==> src/rtl/ula_arbiter_pkg.sv <==
`default_nettype none
// ============================================================================
// Module   : ula_arbiter_pkg
// Purpose  : Shared ALU widths, opcodes and arbiter state encodings.
// Revision : 1.0 - initial release
// ============================================================================
package ula_arbiter_pkg;

    localparam int ULA_DATA_WIDTH   = 16;
    localparam int ULA_OPCODE_WIDTH = 4;
    localparam int ULA_RFLAGS_WIDTH = 5;

    localparam logic [ULA_OPCODE_WIDTH-1:0] OP_ADD = 4'd0;
    localparam logic [ULA_OPCODE_WIDTH-1:0] OP_SUB = 4'd1;
    localparam logic [ULA_OPCODE_WIDTH-1:0] OP_MUL = 4'd2;
    localparam logic [ULA_OPCODE_WIDTH-1:0] OP_DIV = 4'd3;
    localparam logic [ULA_OPCODE_WIDTH-1:0] OP_CMP = 4'd4;
    localparam logic [ULA_OPCODE_WIDTH-1:0] OP_AND = 4'd5;
    localparam logic [ULA_OPCODE_WIDTH-1:0] OP_OR  = 4'd6;
    localparam logic [ULA_OPCODE_WIDTH-1:0] OP_NOT = 4'd7;

    typedef enum logic [1:0] {
        ARB_IDLE = 2'd0,
        ARB_EXEC = 2'd1,
        ARB_DONE = 2'd2
    } arb_state_t;

    function automatic logic is_muldiv(input logic [ULA_OPCODE_WIDTH-1:0] op);
        return (op == OP_MUL) || (op == OP_DIV);
    endfunction

endpackage
`default_nettype wire

==> src/rtl/ula_arbiter.sv <==
`default_nettype none
// ============================================================================
// Module   : ula_arbiter
// Purpose  : Two-port valid/ready arbiter sharing one combinational ALU.
//            Define ULA_ARB_FIXED_PRIO_EN for fixed priority (req0 wins ties).
// Revision : 1.0 - initial release
// ============================================================================
module ula_arbiter
    import ula_arbiter_pkg::*;
#(
    parameter int DATA_WIDTH   = ULA_DATA_WIDTH,
    parameter int OPCODE_WIDTH = ULA_OPCODE_WIDTH,
    parameter int RFLAGS_WIDTH = ULA_RFLAGS_WIDTH,
    parameter int MULDIV_LAT   = 3
) (
    input  logic                    clk,
    input  logic                    rst_n,
    input  logic                    req0_valid,
    output logic                    req0_ready,
    input  logic [OPCODE_WIDTH-1:0] req0_opcode,
    input  logic [DATA_WIDTH-1:0]   req0_data1,
    input  logic [DATA_WIDTH-1:0]   req0_data2,
    output logic                    rsp0_valid,
    output logic [DATA_WIDTH-1:0]   rsp0_out,
    output logic [RFLAGS_WIDTH-1:0] rsp0_rflags,
    input  logic                    req1_valid,
    output logic                    req1_ready,
    input  logic [OPCODE_WIDTH-1:0] req1_opcode,
    input  logic [DATA_WIDTH-1:0]   req1_data1,
    input  logic [DATA_WIDTH-1:0]   req1_data2,
    output logic                    rsp1_valid,
    output logic [DATA_WIDTH-1:0]   rsp1_out,
    output logic [RFLAGS_WIDTH-1:0] rsp1_rflags,
    output logic [OPCODE_WIDTH-1:0] ula_opcode,
    output logic [DATA_WIDTH-1:0]   ula_data1,
    output logic [DATA_WIDTH-1:0]   ula_data2,
    input  logic [DATA_WIDTH-1:0]   ula_out,
    input  logic [RFLAGS_WIDTH-1:0] ula_rflags
);

    localparam int                 c_CNT_W  = 4;
    localparam logic [c_CNT_W-1:0] c_MD_CNT = c_CNT_W'(MULDIV_LAT - 1);

    arb_state_t                r_state, w_state_nxt;
    logic [c_CNT_W-1:0]        r_cnt, w_cnt_nxt;
    logic                      r_gnt;
    logic                      w_grant;
    logic                      w_accept;
    logic                      w_capture;
    logic [OPCODE_WIDTH-1:0]   w_sel_opcode;
    logic [OPCODE_WIDTH-1:0]   r_ula_opcode;
    logic [DATA_WIDTH-1:0]     r_ula_data1, r_ula_data2;
    logic                      r_rsp0_valid, r_rsp1_valid;
    logic [DATA_WIDTH-1:0]     r_rsp0_out, r_rsp1_out;
    logic [RFLAGS_WIDTH-1:0]   r_rsp0_rflags, r_rsp1_rflags;

`ifdef ULA_ARB_FIXED_PRIO_EN
    // req0 wins whenever it is valid
    assign w_grant = ~req0_valid;
`else
    logic r_last_grant;

    always_comb begin
        w_grant = ~req0_valid;
        if (req0_valid && req1_valid) begin
            w_grant = ~r_last_grant;
        end
    end

    always_ff @(posedge clk or negedge rst_n) begin
        if (!rst_n) begin
            r_last_grant <= 1'b1;
        end else if (w_accept) begin
            r_last_grant <= w_grant;
        end
    end
`endif

    assign req0_ready   = (r_state == ARB_IDLE) && req0_valid && !w_grant;
    assign req1_ready   = (r_state == ARB_IDLE) && req1_valid &&  w_grant;
    assign w_accept     = req0_ready || req1_ready;
    assign w_sel_opcode = w_grant ? req1_opcode : req0_opcode;
    // Result is sampled on the last EXEC cycle so it is visible during DONE
    assign w_capture    = (r_state == ARB_EXEC) && (r_cnt == '0);

    always_comb begin
        w_state_nxt = r_state;
        w_cnt_nxt   = r_cnt;
        case (r_state)
            ARB_IDLE: begin
                if (w_accept) begin
                    w_state_nxt = ARB_EXEC;
                    w_cnt_nxt   = is_muldiv(w_sel_opcode) ? c_MD_CNT : '0;
                end
            end
            ARB_EXEC: begin
                if (r_cnt == '0) begin
                    w_state_nxt = ARB_DONE;
                end else begin
                    w_cnt_nxt = r_cnt - 1'b1;
                end
            end
            ARB_DONE: w_state_nxt = ARB_IDLE;
            default:  w_state_nxt = ARB_IDLE;
        endcase
    end

    always_ff @(posedge clk or negedge rst_n) begin
        if (!rst_n) begin
            r_state <= ARB_IDLE;
            r_cnt   <= '0;
        end else begin
            r_state <= w_state_nxt;
            r_cnt   <= w_cnt_nxt;
        end
    end

    always_ff @(posedge clk or negedge rst_n) begin
        if (!rst_n) begin
            r_gnt         <= 1'b0;
            r_ula_opcode  <= '0;
            r_ula_data1   <= '0;
            r_ula_data2   <= '0;
            r_rsp0_valid  <= 1'b0;
            r_rsp1_valid  <= 1'b0;
            r_rsp0_out    <= '0;
            r_rsp1_out    <= '0;
            r_rsp0_rflags <= '0;
            r_rsp1_rflags <= '0;
        end else begin
            if (w_accept) begin
                r_gnt        <= w_grant;
                r_ula_opcode <= w_sel_opcode;
                r_ula_data1  <= w_grant ? req1_data1 : req0_data1;
                r_ula_data2  <= w_grant ? req1_data2 : req0_data2;
            end
            r_rsp0_valid <= w_capture && !r_gnt;
            r_rsp1_valid <= w_capture &&  r_gnt;
            if (w_capture && !r_gnt) begin
                r_rsp0_out    <= ula_out;
                r_rsp0_rflags <= ula_rflags;
            end
            if (w_capture && r_gnt) begin
                r_rsp1_out    <= ula_out;
                r_rsp1_rflags <= ula_rflags;
            end
        end
    end

    assign ula_opcode  = r_ula_opcode;
    assign ula_data1   = r_ula_data1;
    assign ula_data2   = r_ula_data2;
    assign rsp0_valid  = r_rsp0_valid;
    assign rsp1_valid  = r_rsp1_valid;
    assign rsp0_out    = r_rsp0_out;
    assign rsp1_out    = r_rsp1_out;
    assign rsp0_rflags = r_rsp0_rflags;
    assign rsp1_rflags = r_rsp1_rflags;

endmodule
`default_nettype wire

==> config.mk <==
export PLATFORM = sky130hd
export DESIGN_NAME = ula_arbiter
export DESIGN_NICKNAME = d
export VERILOG_FILES = /design/src/rtl/ula_arbiter_pkg.sv /design/src/rtl/ula_arbiter.sv
export SDC_FILE = /design/constraint.sdc
export NUM_CORES = 1
export LEC_CHECK = 0
export CAP_MARGIN = 20
export CORE_ASPECT_RATIO = 1.75
export CORE_MARGIN = 2
export CORE_UTILIZATION = 44
export DETAILED_ROUTE_END_ITERATION = 12
export GPL_TIMING_DRIVEN = 1
export PLACE_DENSITY = 0.86
export RECOVER_POWER = 100
export SETUP_SLACK_MARGIN = 0.02
export SYNTH_ARGS = -nofsm -noshare
export SYNTH_HDL_FRONTEND = slang
export SYNTH_SLANG_ARGS = --single-unit
==> constraint.sdc <==
create_clock -name clk -period 2.99 [get_ports clk]
set_input_delay 0.299 -clock clk [delete_from_list [all_inputs] [get_ports clk]]
set_output_delay 0.299 -clock clk [all_outputs]
set_load 0.05 [all_outputs]
==> summary by stage <==
Power
In this run the static leakage power is 2.67 nW. The areal power density over the cells is 1270 mW/mm^2. The worst-case IR drop observed on VDD is 0.000826 V.

Synthesis
The net count of the mapped netlist is 390. The area of the mapped netlist is 0.00371 mm^2. The part of the Yosys area used for sequential elements is 0.594.

Counting every instance in the synthesized netlist gives 292. In this run the mean area of a mapped cell was 12.7 um^2. For this run, the number of Yosys warnings is 0. Counting flops and latches in the post-synthesis netlist gives 88.

The number of unique standard cell types used by synthesis is 30.

Place
At the end of routability-driven placement, the weighted congestion stood at 0.749. Detailed placement ended at an HPWL of 6.46 mm. The count of input and output buffers is 178.

Finish
The core utilization of the finished layout is 0.712. The repair_antennas step left the layout with diodes totalling 0. For this run, the post-layout net count is 567. Fill cells in the final layout number 610. The sequential cell area in the final layout is 0.00220 mm^2. The relative area change from synthesis to final layout is 58.4%. In the final layout, the multi-input gates occupy 0.00137 mm^2.

The library cells used most frequently in the layout, excluding fill and tap cells, are sky130_fd_sc_hd__clkdlybuf4s50_1, sky130_fd_sc_hd__dfrtp_1, sky130_fd_sc_hd__dlygate4sd3_1. In the final layout, the share of cells above drive strength 1 is 0.0802. Leaving out fill and tap cells, the most frequent cell in the layout is sky130_fd_sc_hd__clkdlybuf4s50_1.

Worst setup path
In this run the critical register-to-register path is launched from r_cnt[0]$_DFFE_PN0P_. Walking the worst path, the cells encountered are dlygate4sd3_1, inv_1, o21ai_4, and3_1, clkbuf_1. The endpoint class of the critical path is an output port. In this design, the largest share of critical-path delay is due to buffers and inverters. The master of the slowest instance on the critical path is sky130_fd_sc_hd__dlygate4sd3_1. Data on the critical path is required at its endpoint by 2.69 ns. The number of buffer and inverter instances along the worst setup path is 3. The endpoint of the worst-slack reg-to-reg timing path is rsp0_out[11]$_DFFE_PN0P_. The maximum fanout along the worst path is 12.

For the worst flop-to-flop path, the logic depth is 6. At the worst endpoint, the arrival time is 2.26 ns. The kind of launch point of the worst setup path is an input pin. The worst setup path is of the input pin to output port kind. The internal reg-to-reg setup slack is 0.53 ns. The worst stage delay on the critical path is 0.68 ns.

Detailed routing
The count of nets left with antenna violations once routing finished came out at 0. The routed via count is 2878. After detailed routing, the number of remaining DRC violations is 0. For this run, the detailed router's first-pass iteration total came to 4. The count of routing violations after the opening detailed-route iteration is 109.

The post-detailed-routing wire length is 8.60 mm. The average wire per standard cell is 15.2 um. The average vias per placed instance is 5.08.

Global route
For this run, the total global-route usage over all layers was measured as 0.196. For this run the aggregate overflow at the end of global routing stands at 0. The first global-routing pass estimated 14.1 mm of wire. The via count of the first global-routing pass is 3048. Entering global routing, the biggest net connects 89 pins. The number of antenna violations at the first check in global routing came to 0.

Die
The die height is 125 um. The effective utilization at floorplan is 0.449. From left edge to right edge, the die measures 73.4 um. The area of the die is 0.00921 mm^2. The core region is 0.00826 mm^2.

The I/O pin total is 179. The floorplan has 44 rows.

Outcome
The run finished, with violations left. The final reports fail on max-capacitance violations, max-slew violations.

CTS
The root buffer cell chosen for the clock tree is sky130_fd_sc_hd__clkbuf_16. Buffers inserted during clock tree synthesis total 9. Clock-pin slew was measured on the worst setup and hold paths at 0.06 ns. In this run the deepest clock path goes through 2 buffers. The clock net in this run drives a total of 88 sinks.

The clock insertion delay at the later pin of the skew report is 0.33 ns. The H-tree was split into 3 levels. The clock tree from TritonCTS is built.

Hold path
The startpoint identified for the worst hold timing path is ula_data1[13]$_DFFE_PN0P_. The path with the worst hold slack has its endpoint at ula_data1[13]$_DFFE_PN0P_. Counting instances, the worst hold path has a depth of 2. The class of the worst hold path is register to register.

STA
The count of final max-slew check failures came to 28. Derived from the worst setup path, the maximum achievable clock frequency is 0.390 GHz. The hold violation count in the final report is 0.

The final setup TNS is 0 ns. The headroom to the max-slew limit is -0.0817. Dividing the final minimum period by the clock period gives 0.857. For the final database, setup skew stands at 0.00936 ns. The clock period minus final worst setup slack is 2.56 ns.

At the pin with the least slew margin, the transition time is 1.62 ns. Setup repair after global routing left no endpoint under its margin. Setup violations remaining at the end of the flow were counted as 0.

Job
Across the run, the number of max-cap violations was 1.
-- logic make-up after synthesis --
family / Yosys count / synth area share
AOI/OAI and AO/OA: 44 / 0.0614
xor gates and xnor gates: 1 / 0.00236
buffers and inverters: 20 / 0.0293
DFF: 88 / 0.594
adders and majority gates: 1 / 0.00337
and+or+nand+nor: 58 / 0.0705
muxes: 80 / 0.239
-- routing by layer --
layer,part of all wire,vias up,GRT usage
li1,-,1371,-
met1,0.36,1360,0.214
met2,0.54,129,0.347
met3,0.073,18,0.0564
met4,0.023,0,0.0749
met5,0,-,0
-- flip-flops by register name, summed over array words and instances (netlist names), 2 cells and up --
signal	count
rsp0_rflags	5
ula_opcode	4
rsp0_out	16
rsp1_rflags	5
r_cnt	4
ula_data1	16
rsp1_out	16
r_state	2
ula_data2	16
-- report_power, final --
| group | switching, mW | internal [mW] |
|---|---|---|
| sequential | 0.289 | 1.80 |
| clock | 0.441 | 0.776 |
| combinational | 2.84 | 1.34 |
-- per-stage QoR --
step	instance area [um^2]	worst slack [ns]	hold slack, ns	power [mW]	cells
after CTS	5910	0.672	0.206	7.89	564
after global routing	5880	0.295	0.493	7.87	566
final	5880	0.426	0.473	7.48	566
after global placement	5580	0.766	0.461	6.54	548
after detailed placement	5580	0.686	0.473	6.65	548
after floorplan	3710	0.560	0.00341	5.09	292
-- timing repair --
| action | CTS | global route |
|---|---|---|
| buffers inserted | 0 | 0 |
| resized for setup | 0 | 0 |
| hold buffers | 0 | 1 |
| endpoints found under the hold margin | 0 | 27 |
-- cell usage after synthesis --
master	number	area (um^2)
sky130_fd_sc_hd__clkbuf_1	8	30.0
sky130_fd_sc_hd__buf_1	1	3.75
sky130_fd_sc_hd__xor2_1	1	8.76
sky130_fd_sc_hd__o21ai_1	1	5.00
sky130_fd_sc_hd__and2b_2	1	8.76
sky130_fd_sc_hd__or3b_4	1	11.3
sky130_fd_sc_hd__nor2_1	6	22.5
sky130_fd_sc_hd__mux2_1	19	214
sky130_fd_sc_hd__buf_2	3	15.0
sky130_fd_sc_hd__dfstp_2	1	26.3
sky130_fd_sc_hd__buf_6	4	45.0
sky130_fd_sc_hd__and3_1	2	12.5
sky130_fd_sc_hd__inv_1	4	15.0
sky130_fd_sc_hd__a31oi_1	1	6.26
sky130_fd_sc_hd__mux2_4	9	135
sky130_fd_sc_hd__nor3b_4	1	18.8
sky130_fd_sc_hd__dfrtp_1	87	2180
sky130_fd_sc_hd__nor2b_1	1	6.26
sky130_fd_sc_hd__nor3_1	1	5.00
sky130_fd_sc_hd__a21oi_1	2	10.0
sky130_fd_sc_hd__nand2_2	1	6.26
sky130_fd_sc_hd__nand2_1	41	154
sky130_fd_sc_hd__a211o_1	1	8.76
sky130_fd_sc_hd__nand3_1	2	10.0
sky130_fd_sc_hd__mux2i_1	38	380
sky130_fd_sc_hd__o21ai_0	38	190
sky130_fd_sc_hd__o21a_1	1	7.51
sky130_fd_sc_hd__ha_1	1	12.5
sky130_fd_sc_hd__mux2_2	14	158
sky130_fd_sc_hd__nor4_1	1	6.26
-- worst register-to-register path, cell delays in order (launching register included) --
cell and delay [ns]:
sky130_fd_sc_hd__dfrtp_1 0.40, sky130_fd_sc_hd__inv_1 0.07, sky130_fd_sc_hd__ha_1 0.15, sky130_fd_sc_hd__or3b_1 0.39, sky130_fd_sc_hd__nor3b_1 0.38, sky130_fd_sc_hd__and2b_2 0.55
sky130_fd_sc_hd__mux2_1 0.40
-- area by class of cell --
type / instances / share of cell area
multi-input cells: 184 / 0.234
well taps: 92 / 0.0196
inverters: 4 / 0.00255
repair buffers: 182 / 0.313
clock buffers: 11 / 0.0430
clock inverters: 5 / 0.0134
flip-flops and latches: 88 / 0.375
-- worst max path at each step --
stage,cells past startpoint,to,from,slack [ns]
final,5,req1_ready,req1_valid,0.43
after global placement,6,rsp0_rflags[4]$_DFFE_PN0P_,r_cnt[0]$_DFFE_PN0P_,0.77
after floorplan,4,req0_ready,r_last_grant$_DFFE_PN1P_,0.56
after detailed placement,6,rsp0_out[14]$_DFFE_PN0P_,r_cnt[0]$_DFFE_PN0P_,0.69
after CTS,6,rsp0_out[14]$_DFFE_PN0P_,r_cnt[0]$_DFFE_PN0P_,0.67
after global routing,5,req1_ready,req1_valid,0.29
(Power assumes the default switching activity.)
